## src/rtl/uart_pkg.sv

```systemverilog
// uart_pkg
// Shared definitions for the UART transmit path: frame state encoding,
// data-bit count and a frame-length helper.
//   uart_state_e  : serialiser FSM states
//   DATA_BITS     : payload bits per frame
//   frame_cycles(): clk cycles one frame occupies on the line
package uart_pkg;

  localparam int DATA_BITS = 8;

  typedef enum logic [2:0] {
    ST_IDLE   = 3'd0,
    ST_START  = 3'd1,
    ST_DATA   = 3'd2,
    ST_PARITY = 3'd3,
    ST_STOP   = 3'd4
  } uart_state_e;

  // Start + data + optional parity + one or two stops, each bit lasting
  // clkdiv cycles (a divider of 0 behaves as 1).
  function automatic int unsigned frame_cycles(input logic parity_en,
                                               input logic stop2,
                                               input int unsigned clkdiv);
    int unsigned d;
    d = (clkdiv == 0) ? 1 : clkdiv;
    return (32'd2 + DATA_BITS + int'(parity_en) + int'(stop2)) * d;
  endfunction

endpackage

```

## src/rtl/uart_bit_timer.sv

```systemverilog
// uart_bit_timer
// Loadable down-counter that measures one bit period.
//   clk, rst_n : clock, async active-low reset
//   run        : a frame is on the line; bit_end is suppressed otherwise
//   load       : reload the counter this cycle (start of the next bit)
//   load_val   : cycles-per-bit minus one
//   bit_end    : high on the last cycle of the current bit period
module uart_bit_timer #(
  parameter int W_DIV = 16
) (
  input  logic             clk,
  input  logic             rst_n,
  input  logic             run,
  input  logic             load,
  input  logic [W_DIV-1:0] load_val,
  output logic             bit_end
);

  logic [W_DIV-1:0] cnt_q, cnt_d;

  always_comb begin
    cnt_d = cnt_q;
    if (load)
      cnt_d = load_val;
    else if (cnt_q != '0)
      cnt_d = cnt_q - 1'b1;
  end

  always_ff @(posedge clk or negedge rst_n) begin
    if (!rst_n) cnt_q <= '0;
    else        cnt_q <= cnt_d;
  end

  // A loaded value of 0 makes every cycle a bit end, which gives the
  // one-bit-per-clock mode without special casing.
  assign bit_end = run && (cnt_q == '0);

endmodule

```

## src/rtl/uart_tx_serialiser.sv

```systemverilog
// uart_tx_serialiser
// Drains bytes from an upstream FIFO and serialises them onto tx as
// start / 8 data (LSB first) / optional parity / 1 or 2 stop bits.
//   clk, rst_n  : clock, async active-low reset
//   enable      : allow new frames to start (a running frame always finishes)
//   clkdiv      : clk cycles per bit (0 behaves as 1)
//   parity_en   : append a parity bit after the data
//   parity_odd  : 1 = odd parity, 0 = even
//   stop2       : 1 = two stop bits
//   fifo_rdata  : FIFO head, valid while !fifo_empty
//   fifo_empty  : FIFO empty flag
//   fifo_ren    : pop strobe, high exactly in the cycle a frame is launched
//   tx          : serial line, idles high, registered
//   busy        : a frame is on the line
module uart_tx_serialiser
  import uart_pkg::*;
#(
  parameter int W_DIV = 16
) (
  input  logic             clk,
  input  logic             rst_n,
  input  logic             enable,
  input  logic [W_DIV-1:0] clkdiv,
  input  logic             parity_en,
  input  logic             parity_odd,
  input  logic             stop2,
  input  logic [7:0]       fifo_rdata,
  input  logic             fifo_empty,
  output logic             fifo_ren,
  output logic             tx,
  output logic             busy
);

  localparam logic [2:0] LAST_IDX = 3'(DATA_BITS - 1);

  uart_state_e      state_q, state_d;
  logic [2:0]       bit_idx_q, bit_idx_d;
  logic [7:0]       shreg_q, shreg_d;
  logic             par_q, par_d;
  logic             par_en_q, par_en_d;
  logic             stop2_q, stop2_d;
  logic             stop_idx_q, stop_idx_d;
  logic [W_DIV-1:0] div_m1_q, div_m1_d;
  logic             tx_q, tx_d;

  logic             bit_end;
  logic             last_stop;
  logic             launch;
  logic             tmr_load;
  logic [W_DIV-1:0] tmr_val;
  logic [W_DIV-1:0] div_live_m1;

  // Launch / timer control
  always_comb begin
    div_live_m1 = (clkdiv == '0) ? '0 : clkdiv - 1'b1;
    last_stop   = (state_q == ST_STOP) && bit_end && (!stop2_q || stop_idx_q);
    // rst_n is folded in so no pop can be issued while held in reset.
    launch      = rst_n && enable && !fifo_empty &&
                  ((state_q == ST_IDLE) || last_stop);
    // Every bit boundary reloads the timer; at launch the live divider is
    // used since the latched copy only becomes valid next cycle.
    tmr_load    = launch || bit_end;
    tmr_val     = launch ? div_live_m1 : div_m1_q;
  end

  uart_bit_timer #(.W_DIV(W_DIV)) u_timer (
    .clk      (clk),
    .rst_n    (rst_n),
    .run      (state_q != ST_IDLE),
    .load     (tmr_load),
    .load_val (tmr_val),
    .bit_end  (bit_end)
  );

  // Next-state and next tx value. tx_d is the line level for the bit that
  // starts next cycle, so tx is a clean flop output.
  always_comb begin
    state_d    = state_q;
    bit_idx_d  = bit_idx_q;
    shreg_d    = shreg_q;
    par_d      = par_q;
    par_en_d   = par_en_q;
    stop2_d    = stop2_q;
    stop_idx_d = stop_idx_q;
    div_m1_d   = div_m1_q;
    tx_d       = tx_q;

    unique case (state_q)
      ST_IDLE: begin
        tx_d = 1'b1;
      end
      ST_START: begin
        if (bit_end) begin
          state_d   = ST_DATA;
          bit_idx_d = '0;
          tx_d      = shreg_q[0];
        end
      end
      ST_DATA: begin
        if (bit_end) begin
          if (bit_idx_q == LAST_IDX) begin
            if (par_en_q) begin
              state_d = ST_PARITY;
              tx_d    = par_q;
            end else begin
              state_d    = ST_STOP;
              stop_idx_d = 1'b0;
              tx_d       = 1'b1;
            end
          end else begin
            bit_idx_d = bit_idx_q + 1'b1;
            shreg_d   = {1'b0, shreg_q[7:1]};
            tx_d      = shreg_q[1];
          end
        end
      end
      ST_PARITY: begin
        if (bit_end) begin
          state_d    = ST_STOP;
          stop_idx_d = 1'b0;
          tx_d       = 1'b1;
        end
      end
      ST_STOP: begin
        if (last_stop) begin
          state_d = ST_IDLE;
          tx_d    = 1'b1;
        end else if (bit_end) begin
          stop_idx_d = 1'b1;
        end
      end
      default: begin
        state_d = ST_IDLE;
        tx_d    = 1'b1;
      end
    endcase

    // Launch overrides the stop->idle transition so back-to-back frames
    // run with no idle cycle between them.
    if (launch) begin
      state_d  = ST_START;
      tx_d     = 1'b0;
      shreg_d  = fifo_rdata;
      par_d    = (^fifo_rdata) ^ parity_odd;
      par_en_d = parity_en;
      stop2_d  = stop2;
      div_m1_d = div_live_m1;
    end
  end

  always_ff @(posedge clk or negedge rst_n) begin
    if (!rst_n) begin
      state_q    <= ST_IDLE;
      bit_idx_q  <= '0;
      shreg_q    <= '0;
      par_q      <= 1'b0;
      par_en_q   <= 1'b0;
      stop2_q    <= 1'b0;
      stop_idx_q <= 1'b0;
      div_m1_q   <= '0;
      tx_q       <= 1'b1;
    end else begin
      state_q    <= state_d;
      bit_idx_q  <= bit_idx_d;
      shreg_q    <= shreg_d;
      par_q      <= par_d;
      par_en_q   <= par_en_d;
      stop2_q    <= stop2_d;
      stop_idx_q <= stop_idx_d;
      div_m1_q   <= div_m1_d;
      tx_q       <= tx_d;
    end
  end

  assign fifo_ren = launch;
  assign tx       = tx_q;
  assign busy     = (state_q != ST_IDLE);

endmodule
```

## config.mk

```make
export PLATFORM = sky130hd
export DESIGN_NAME = uart_tx_serialiser
export DESIGN_NICKNAME = d
export VERILOG_FILES = /design/src/rtl/uart_pkg.sv /design/src/rtl/uart_bit_timer.sv /design/src/rtl/uart_tx_serialiser.sv
export SDC_FILE = /design/constraint.sdc
export NUM_CORES = 1
export LEC_CHECK = 0
export ABC_AREA = 1
export BUFFER_PORTS_ARGS = -buffer_cell sky130_fd_sc_hd__buf_4
export CAP_MARGIN = 20
export CORE_AREA = 2 2 68 135
export CTS_CLUSTER_SIZE = 10
export DETAILED_ROUTE_END_ITERATION = 10
export DIE_AREA = 0 0 70 137
export HOLD_SLACK_MARGIN = 0.1
export SLEW_MARGIN = 20
export SYNTH_ARGS = -nofsm -noshare
export SYNTH_HDL_FRONTEND = slang
export SYNTH_SLANG_ARGS = --single-unit
export TNS_END_PERCENT = 20
```

## constraint.sdc

```tcl
create_clock -name clk -period 2.6 [get_ports clk]
set_clock_uncertainty 0.1 [all_clocks]
set_input_delay 0.39 -clock clk [delete_from_list [all_inputs] [get_ports clk]]
set_output_delay 0.39 -clock clk [all_outputs]
set_load 0.01 [all_outputs]
```

==> results.toml, run 1 <==
[outcome]
status = "complete, no violations"

[cts]
cts_hold_buf = 0
clk_path_buf_depth = 2
clk_pin_slew_ns = 0.07
clk_latency_ns = 0.30
htreeDepth = 2
tritoncts = "done"
clock-sinks = 51
cts_root_buffer = "clkbuf_16"
cts_buffers = 5

[drt]
drtPass1Iterations = 4
wire_per_inst_um = 14.8
wl_um = 9250
drtAntennaViolNets = 0
drc_errors = 0
vias = 3259
vias_per_cell = 5.21
drtIter0Drc = 173

[final_layout]
diodes = 0
drive_gt1_share_pct = 13.3
syn2layout_area_growth_pct = 16.1
final_core_util_pct = 45.8
final_common_cell = "nand2_1"
final_nets = 562
fillers = 931
layout_common_cells = "145 x nand2_1, 65 x nor2_1, 61 x inv_1, 50 x dfrtp_1, 47 x nand3_1"

[global_route]
antenna_found_initial = 0
grt_pass1_vias = 3420
grt_pass1_wl_um = 15000
overflow = 0
grt.total_usage_pct = 20.1
grt_max_degree = 52

[sta]
slew_headroom_pct = 40.4
max_freq_mhz = 414
hold_viol = 0
finalSetupViolCount = 0
finalSetupTns_ns = 0
fin_crit_sh_pct = 93.0
worst_slew_pin_slew_ns = 0.891
slew_violations = 0
final.setup.worst_slack_ns = 0.183
final.min_clock_period_ns = 2.42

[placed_design]
place_ws_ns = 0.248
io_buffer_count = 33
gp_congestion = 0.943
hpwl_um = 7140

[synthesis]
ys.warnings.count = 0
synthesis.nets = 525
synth_area_sq_mm = 0.00336
ys_seq_area_share_pct = 38.0
synth.distinct_cells = 36
synth_seq_cells = 51
syn_area_per_cell_sq_um = 6.89
synthCells = 488

[power_and_ir_drop]
switchingPower_mw = 1.43
power_frac_clock_pct = 20.7
cellPowerDensity_mw_per_mm2 = 919
swShare_pct = 39.8
seqPwrFrac_pct = 39.0
power.total_mw = 3.59
ir_drop_mv = 0.326
pwr-share-comb_pct = 40.3
intPower_mw = 2.16
p_leak_nw = 2.00

[floorplan]
die_x_um = 70
core-area_sq_mm = 0.00853
die_y_um = 137
start_util_pct = 39.5
rows = 48
pin_count = 34
dieArea_sq_mm = 0.00959

[critical_path]
cp-end-kind = "output pin"
reg2reg_depth = 15
cp_max_fo = 12
r2r_setup_slack_ns = 0.29
critical_path_required_ns = 2.11
crit_type = "reg -> out"
worstReg2RegEnd = "u_timer.cnt_q[1]"
timing.rr.start = "u_timer.cnt_q[0]"
critPathLaunchType = "flop"
arrival_ns = 1.93

[job]
maxCapViolCount = 0

[min_path]
hold_class = "in -> async"
-- power groups by stage --
stage	combinational (mW)	clock, mW	sequential, mW
2_1_floorplan	1.02	0	1.35
3_3_place_gp	1.35	0	1.40
3_5_place_dp	1.37	0	1.41
4_1_cts	1.38	0.754	1.40
5_1_grt	1.62	0.781	1.44
6_report	1.45	0.743	1.40
-- per-stage QoR --
stage / instances / instance area, sq um / hold slack (ns)
2_1_floorplan: 488 / 3360 / -0.00559
3_3_place_gp: 615 / 3690 / 0.358
3_5_place_dp: 615 / 3690 / 0.363
4_1_cts: 622 / 3860 / 0.187
5_1_grt: 625 / 3910 / 0.211
6_report: 625 / 3910 / 0.121
-- timing repair --
action                                  4_1_cts  5_1_grt
buffers inserted                              0        2
pin swaps                                     0        1
gates resized for setup                       1        5
gates cloned                                  0        1
hold endpoints to repair                      0        0
endpoints found under the setup margin        1        2
-- per-layer routing --
layer,wire (um),up-vias,share of wire [%],track usage (%)
met1,3220,1513,35,18.3
met4,471,0,5.1,15.1
met5,0,-,0,0
li1,-,1614,-,-
met3,261,37,2.8,2.50
met2,5300,95,57,39.2
-- Yosys cell counts --
library cell  count  area share [%]
nand2_1         145              16
nor2_1           65             7.3
inv_1            61             6.8
dfrtp_1          50              37
nand3_1          47             7.0
o21ai_1          15             2.2
nand4_1          13             2.4
o21ai_0          12             1.8
xor2_1            9             2.3
xnor2_1           8             2.1
a21oi_1           7             1.0
ha_1              6             2.2
nand2_2           5            0.93
nor3_1            5            0.74
buf_2             4            0.60
buf_6             4             1.3
inv_2             3            0.33
nor2_2            3            0.56
nor2_4            3             1.0
a22o_1            2            0.52
nand2_4           2            0.67
nand3_2           2            0.60
o2111ai_1         2            0.52
o211ai_1          2            0.45
o21ai_2           2            0.52
a31o_2            1            0.26
a31oi_1           1            0.19
and2_1            1            0.19
buf_4             1            0.22
clkbuf_1          1            0.11
clkinv_1          1            0.11
dfstp_2           1            0.78
nand3b_1          1            0.22
o21bai_1          1            0.22
o22ai_1           1            0.19
or2_2             1            0.19
-- worst max path at each step --
stage	depth (start not counted)	end	slack (ns)	start
floorplan	11	fifo_ren	0.69	u_timer.cnt_q[0]
finish	11	fifo_ren	0.18	u_timer.cnt_q[0]
detailed placement	11	fifo_ren	0.25	u_timer.cnt_q[0]
global placement	11	fifo_ren	0.31	u_timer.cnt_q[0]
CTS	11	fifo_ren	0.004	u_timer.cnt_q[0]
global route	11	fifo_ren	-0.02	u_timer.cnt_q[0]
-- layout make-up --
type | instances | area, sq um | share of cell area (%)
clock buffers | 5 | 125 | 3.20
multi-input cells | 363 | 1790 | 45.9
clock inverters | 2 | 37.5 | 0.961
inverters | 65 | 256 | 6.57
well taps | 100 | 125 | 3.20
flip-flops and latches | 51 | 1280 | 32.7
repair buffers | 39 | 293 | 7.50
-- worst max-delay path, stage by stage (launching register included) --
cell	delay, ns
dfrtp_1	0.38
inv_1	0.11
ha_1	0.21
inv_1	0.05
nor2_1	0.08
nand2_1	0.06
nor2_2	0.11
nand3_2	0.12
nand2_4	0.13
nand2_8	0.11
clkinv_8	0.13
buf_4	0.12
-- registers in the layout (all words and copies together) (netlist names) --
| signal | cells |
|---|---|
| u_timer.cnt_q | 16 |
| div_m1_q | 16 |
| shreg_q | 8 |
| par_q | 1 |
| stop_idx_q | 1 |
| state_q | 3 |
| bit_idx_q | 3 |
| stop2_q | 1 |
| tx | 1 |
| par_en_q | 1 |
-- logic make-up after synthesis --
logic type      after synthesis  share of synthesized area (%)
compound gates               46                           7.92
xor+xnor                     17                           4.43
fa+ha+maj                     6                           2.23
buf+inv                      75                           9.52
flops                        51                           38.0
simple gates                293                           37.9
Power figures use the tool's default switching activity.
==> run 2: changes to the inputs <==
- CORE_AREA: 2 2 68 135 -> 2 2 62 122
- DIE_AREA: 0 0 70 137 -> 0 0 64 124
- PLACE_DENSITY: unset -> 0.67
- RECOVER_POWER: unset -> 50
==> run 2 against run 1 <==
  * Count of clock-buffer cells in the layout unchanged
  * Via count is 3.3% lower
  * Worst setup slack improved by 0.0035 ns
  * Non-clock buffer count shrank 2
  * Core utilization up 9.6 points
  * First-iteration DRC count up 20%
  * Cell area fell by 1.5%
  * Die area down 17%
  * Critical path depth unchanged
  * Critical path type unchanged
==> results.toml, run 2 (synthesis gave the netlist of run 1 again) <==
[floorplan]
die_x_um = 64
pin_count = 34
core-area_sq_mm = 0.00694
start_util_pct = 48.5
die_y_um = 124
rows = 43
dieArea_sq_mm = 0.00794

[final_layout]
final_nets = 559
reg.largest.list = "div_m1_q x16, u_timer.cnt_q x16, shreg_q x8"
fillers = 700
syn2layout_area_growth_pct = 14.4
final_common_cell = "nand2_1"
layout_common_cells = "145 x nand2_1, 65 x nor2_1, 61 x inv_1, 50 x dfrtp_1, 47 x nand3_1"
fin_cells = 613
finalInstanceArea_sq_mm = 0.00385
diodes = 0
regArea_sq_mm = 0.00128
multi_input_comb_area_sq_mm = 0.00178
final_core_util_pct = 55.4
drive_gt1_share_pct = 12.6

[critical_path]
cp_max_fo = 20
path_cells = "inv_1, ha_1, inv_1, nor2_1, nand2_1, nor2_2, nand3_2, nand2_4, nand2_8, clkinv_8, buf_4"
critPathLaunchType = "flop"
cp-end-kind = "output pin"
crit_type = "reg -> out"
path_delay_family = "simple AND/OR/NAND/NOR gates"
critical_path_required_ns = 2.11
cpPeakStageDelay_ns = 0.38
cp_slowest_cell = "dfrtp_1"
crit_buf_inv = 4
path_common_cell = "inv_1"
arrival_ns = 1.92

[placed_design]
hpwl_um = 6780
io_buffer_count = 33
gp_congestion = 0.923
place_area_sq_mm = 0.00368
dp_cells = 605
place_ws_ns = 0.291

[sta]
hold_viol = 0
max_freq_mhz = 414
hold_slack_ns = 0.194
final.setup.worst_slack_ns = 0.186
finalSetupViolCount = 0
fin_crit_sh_pct = 92.8
final.min_clock_period_ns = 2.41
finalSetupTns_ns = 0
slew_violations = 0
slew_headroom_pct = 15.2
worst_slew_pin_slew_ns = 1.27
grt_setup_unrepaired = "false"

[cts]
cts_hold_buf = 0
clk_latency_ns = 0.30
tritoncts = "done"
clk_pin_slew_ns = 0.07
clock-sinks = 51
clk_path_buf_depth = 2
htreeDepth = 2
cts_buffers = 5
cts_root_buffer = "clkbuf_16"
cts_setup_buffers = 0

[drt]
vias_per_cell = 5.14
top_layer = "met4"
drtIter0Drc = 207
vias = 3153
m1WireLength_um = 2960
wl_um = 8480
wl_met2_um = 4880
drc_errors = 0
wire_per_inst_um = 13.8
drtPass1Iterations = 4
wl_met3_um = 242
drtAntennaViolNets = 0

[global_route]
overflow = 0
grt_pass1_wl_um = 14100
grt_max_degree = 52
antenna_found_initial = 0
grt.total_usage_pct = 23.2
grt_pass1_vias = 3225

[min_path]
hold_class = "in -> reg"

[job]
maxCapViolCount = 0

[power_and_ir_drop]
power.total_mw = 3.43
cellPowerDensity_mw_per_mm2 = 893
p_leak_nw = 1.97
ir_drop_mv = 0.378

[outcome]
status = "complete, no violations"
==> run 2: what timing repair did <==
item / in CTS / in global routing
endpoints found under the setup margin: 0 / 2
resized for setup: 0 / 6
endpoints found under the hold margin: 0 / 0
==> run 2: path summary, 6_finish.rpt <==
kind,from,to,slack [ns],cells after the start
max reg2reg,u_timer.cnt_q[0],u_timer.cnt_q[1],0.28,15
min in group asynchronous,rst_n,state_q[0],0.46,2
min,parity_en,par_en_q,0.19,3
min reg2reg,div_m1_q[0],div_m1_q[0],0.37,2
max in group asynchronous,rst_n,shreg_q[0],1.15,2
max,u_timer.cnt_q[0],fifo_ren,0.19,11
==> run 2: layer usage <==
| layer | up-vias | global-route usage [%] |
|---|---|---|
| met5 | - | 0 |
| met4 | 0 | 15.2 |
| met3 | 27 | 3.25 |
| met2 | 74 | 46.7 |
| met1 | 1433 | 20.3 |
| li1 | 1619 | - |
==> run 2: final cells by class <==
type / instances / share of cell area (%)
Tap cell: 90 / 2.93
Timing Repair Buffer: 37 / 6.96
Clock inverter: 3 / 0.715
Sequential cell: 51 / 33.2
Multi-Input combinational cell: 362 / 46.3
Inverter: 65 / 6.67
Clock buffer: 5 / 3.25
==> run 2: report_power, final <==
group	internal, mW	switching (mW)	total, mW
sequential	1.17	0.226	1.39
clock	0.367	0.317	0.684
combinational	0.517	0.842	1.36
==> run 2: worst min-delay path, cell delays in order <==
cell and delay, ns:
buf_4 0.08, nand2_1 0.04, o21ai_0 0.05
==> run 3: changes to the inputs <==
- ABC_AREA: 1 -> 0
- CORE_AREA: 2 2 62 122 -> 2 2 58 115
- DIE_AREA: 0 0 64 124 -> 0 0 60 117
- PLACE_DENSITY: 0.67 -> 0.68
- SYNTH_HIERARCHICAL: unset -> 1
==> run 3 against run 2 <==
  * The run now ends with setup timing left
  * Non-clock buffer count grew 56
  * Die area decreased by 12%
  * Sequential share of layout area decreased by 3.4 points
  * Combinational power is 50% lower
  * Register-to-register slack got worse by 0.82 ns
  * First-iteration DRC count is 27% lower
  * Critical path type unchanged
  * Critical endpoint unchanged
  * Largest power group unchanged
==> results.toml, run 3 <==
[outcome]
status = "finished, violations left"
violations = "setup timing"

[drt]
drtPass1Iterations = 5
drtIter0Drc = 151
drtAntennaViolNets = 0
wl_met3_um = 376
wl_met2_um = 4620
vias_per_cell = 5.73
drc_errors = 0
wire_per_inst_um = 17.7
wl_um = 8670
m1WireLength_um = 3310
top_layer = "met4"
vias = 2800

[power_and_ir_drop]
intPower_mw = 1.62
swShare_pct = 29.5
cellPowerDensity_mw_per_mm2 = 534
p_leak_nw = 1.83
pwr-share-comb_pct = 29.7
seqPwrFrac_pct = 40.6
power_frac_clock_pct = 29.7
switchingPower_uw = 676
power.total_mw = 2.29
ir_drop_mv = 0.593

[floorplan]
core-area_sq_mm = 0.00621
dieArea_sq_mm = 0.00702
die_x_um = 60
rows = 41
pin_count = 34
die_y_um = 117
start_util_pct = 48.2

[final_layout]
final_common_cell = "buf_4"
syn2layout_area_growth_pct = 43.4
fin_cells = 489
layout_common_cells = "78 x buf_4, 50 x dfrtp_1, 40 x nand2_1, 22 x xnor2_1, 18 x o21ai_0"
finalInstanceArea_sq_mm = 0.00429
reg.largest.list = "div_m1_q x16, u_timer/cnt_q x16, shreg_q x8"
diodes = 0
drive_gt1_share_pct = 40.9
fillers = 471
final_nets = 438

[global_route]
antenna_found_initial = 0
grt_max_degree = 52
grt_pass1_vias = 2884
overflow = 0
grt_pass1_wl_um = 13700
grt.total_usage_pct = 26.0

[sta]
worst_slew_pin_slew_ns = 1.25
finalSetupViolCount = 46
final.min_clock_period_ns = 3.19
slew_violations = 0
max_freq_mhz = 313
fin_crit_sh_pct = 123
slew_headroom_pct = 16.9
grt_setup_unrepaired = "true"
final.setup.worst_slack_ns = -0.590
hold_viol = 0

[cts]
clock-sinks = 51
clk_pin_slew_ns = 0.07
tritoncts = "done"
cts_buffers = 5
htreeDepth = 2
clk_path_buf_depth = 2
cts_root_buffer = "clkbuf_16"
cts_hold_buf = 0
clk_latency_ns = 0.29

[synthesis]
synthesis.nets = 351
synth_seq_cells = 51
synthArstFlopShare_pct = 100
synth_area_sq_mm = 0.00299
synth_top_cell_area_share_pct = 41.9
syn_area_per_cell_sq_um = 9.49
synth_most_common_cell = "nand2_1"
synthCells = 315
synth_edf_count = 0
ys_top_cells_by_count = "53 x nand2_1, 50 x dfrtp_1, 25 x o21ai_0, 22 x nor2_1, 22 x xnor2_1"
yosysTopAreaCell = "dfrtp_1"
ys_seq_area_share_pct = 42.7
synthTopCellsByArea = "dfrtp_1 42%, nand2_1 6.7%, xnor2_1 6.4%"
ys.flop_type = "dfrtp_1"
synth.distinct_cells = 60
ys.warnings.count = 6

[min_path]
hold_class = "in -> reg"

[placed_design]
io_buffer_count = 33
place_area_sq_mm = 0.00361
dp_cells = 463
gp_congestion = 0.909
hpwl_um = 5420

[critical_path]
cp-end-kind = "output pin"
cp_max_fo = 4
crit_type = "reg -> out"
critPathLaunchType = "flop"
critical_path_required_ns = 2.11
arrival_ns = 2.70

[job]
maxCapViolCount = 0
run 3: cell types whose count changed after synthesis, moves of 11 or more:
cell     change
o21ai_1     -13
o21ai_0     +13
inv_1       -54
nor2_1      -43
xnor2_1     +14
nand2_1     -92
nand4_1     -11
nand3_1     -38
run 3: what timing repair did:
| action | 4_1_cts | 5_1_grt |
|---|---|---|
| cloned | 3 | 1 |
| pin swaps | 22 | 12 |
| setup endpoints to repair | 46 | 49 |
| resized for setup | 52 | 20 |
| buffers inserted | 12 | 3 |
run 3: layout make-up:
type                    instances  area (sq um)  share of cell area [%]
well taps                      86           108                    2.51
inverters                       9          47.5                    1.11
flip-flops and latches         51          1280                    29.8
clock inverters                 2          16.3                   0.379
clock buffers                   6           139                    3.24
repair buffers                 93           837                    19.5
multi-input cells             241          1850                    43.2
repair inverters                1          8.76                   0.204
run 3: path summary, 6_finish.rpt:
path / start / end / slack (ns) / depth (start not counted)
setup / recovery: u_timer/cnt_q[0] / fifo_ren / -0.59 / 10
setup reg to reg: u_timer/cnt_q[0] / u_timer/cnt_q[5] / -0.54 / 13
hold reg to reg: par_q / par_q / 0.39 / 2
hold / removal: parity_en / par_en_q / 0.19 / 3
max in group asynchronous: rst_n / div_m1_q[14] / 1.25 / 2
min in group asynchronous: rst_n / state_q[0] / 0.39 / 2
run 3: layer usage:
layer	up-vias	track usage (%)
met5	-	0
met1	1357	31.2
met4	0	12.3
met2	99	44.3
li1	1308	-
met3	36	3.85
run 3: kinds of logic (layout without fill, tap and decap cells):
kind of cell	count (synthesis)	after routing	share of synthesized area (%)
mux	8	8	2.68
fa+ha+maj	5	5	2.09
xor+xnor	28	28	8.20
buf+inv	23	111	4.65
simple gates	131	131	22.6
compound gates	69	69	17.0
flops	51	51	42.7
run 3: power groups by stage:
stage                     logic [mW]  clock network (mW)  registers, mW
after global placement         0.573                   0          0.937
after global routing           0.725               0.730          0.939
after detailed placement       0.586                   0          0.939
after CTS                      0.624               0.692          0.925
after floorplan                0.293                   0          0.966
final                          0.680               0.681          0.930
run 3: metrics by stage:
step	utilization, %	worst slack [ns]	hold WS [ns]	setup TNS [ns]
2_1_floorplan	-	-0.876	-0.00559	-24.83
3_3_place_gp	58.1	-0.423	0.360	-7.17
5_1_grt	69.1	-0.675	0.200	-17.23
4_1_cts	66.9	-0.573	0.150	-11.48
3_5_place_dp	58.1	-0.462	0.367	-9.28
6_report	69.1	-0.590	0.191	-13.02
run 3: critical path, stage by stage, from the launching register on:
cell	delay, ns
dfrtp_1	0.40
inv_2	0.08
ha_4	0.13
or3b_4	0.39
nor4b_4	0.25
and3_4	0.23
a21oi_2	0.06
or4_4	0.52
clkinv_2	0.10
buf_4	0.12
buf_4	0.11
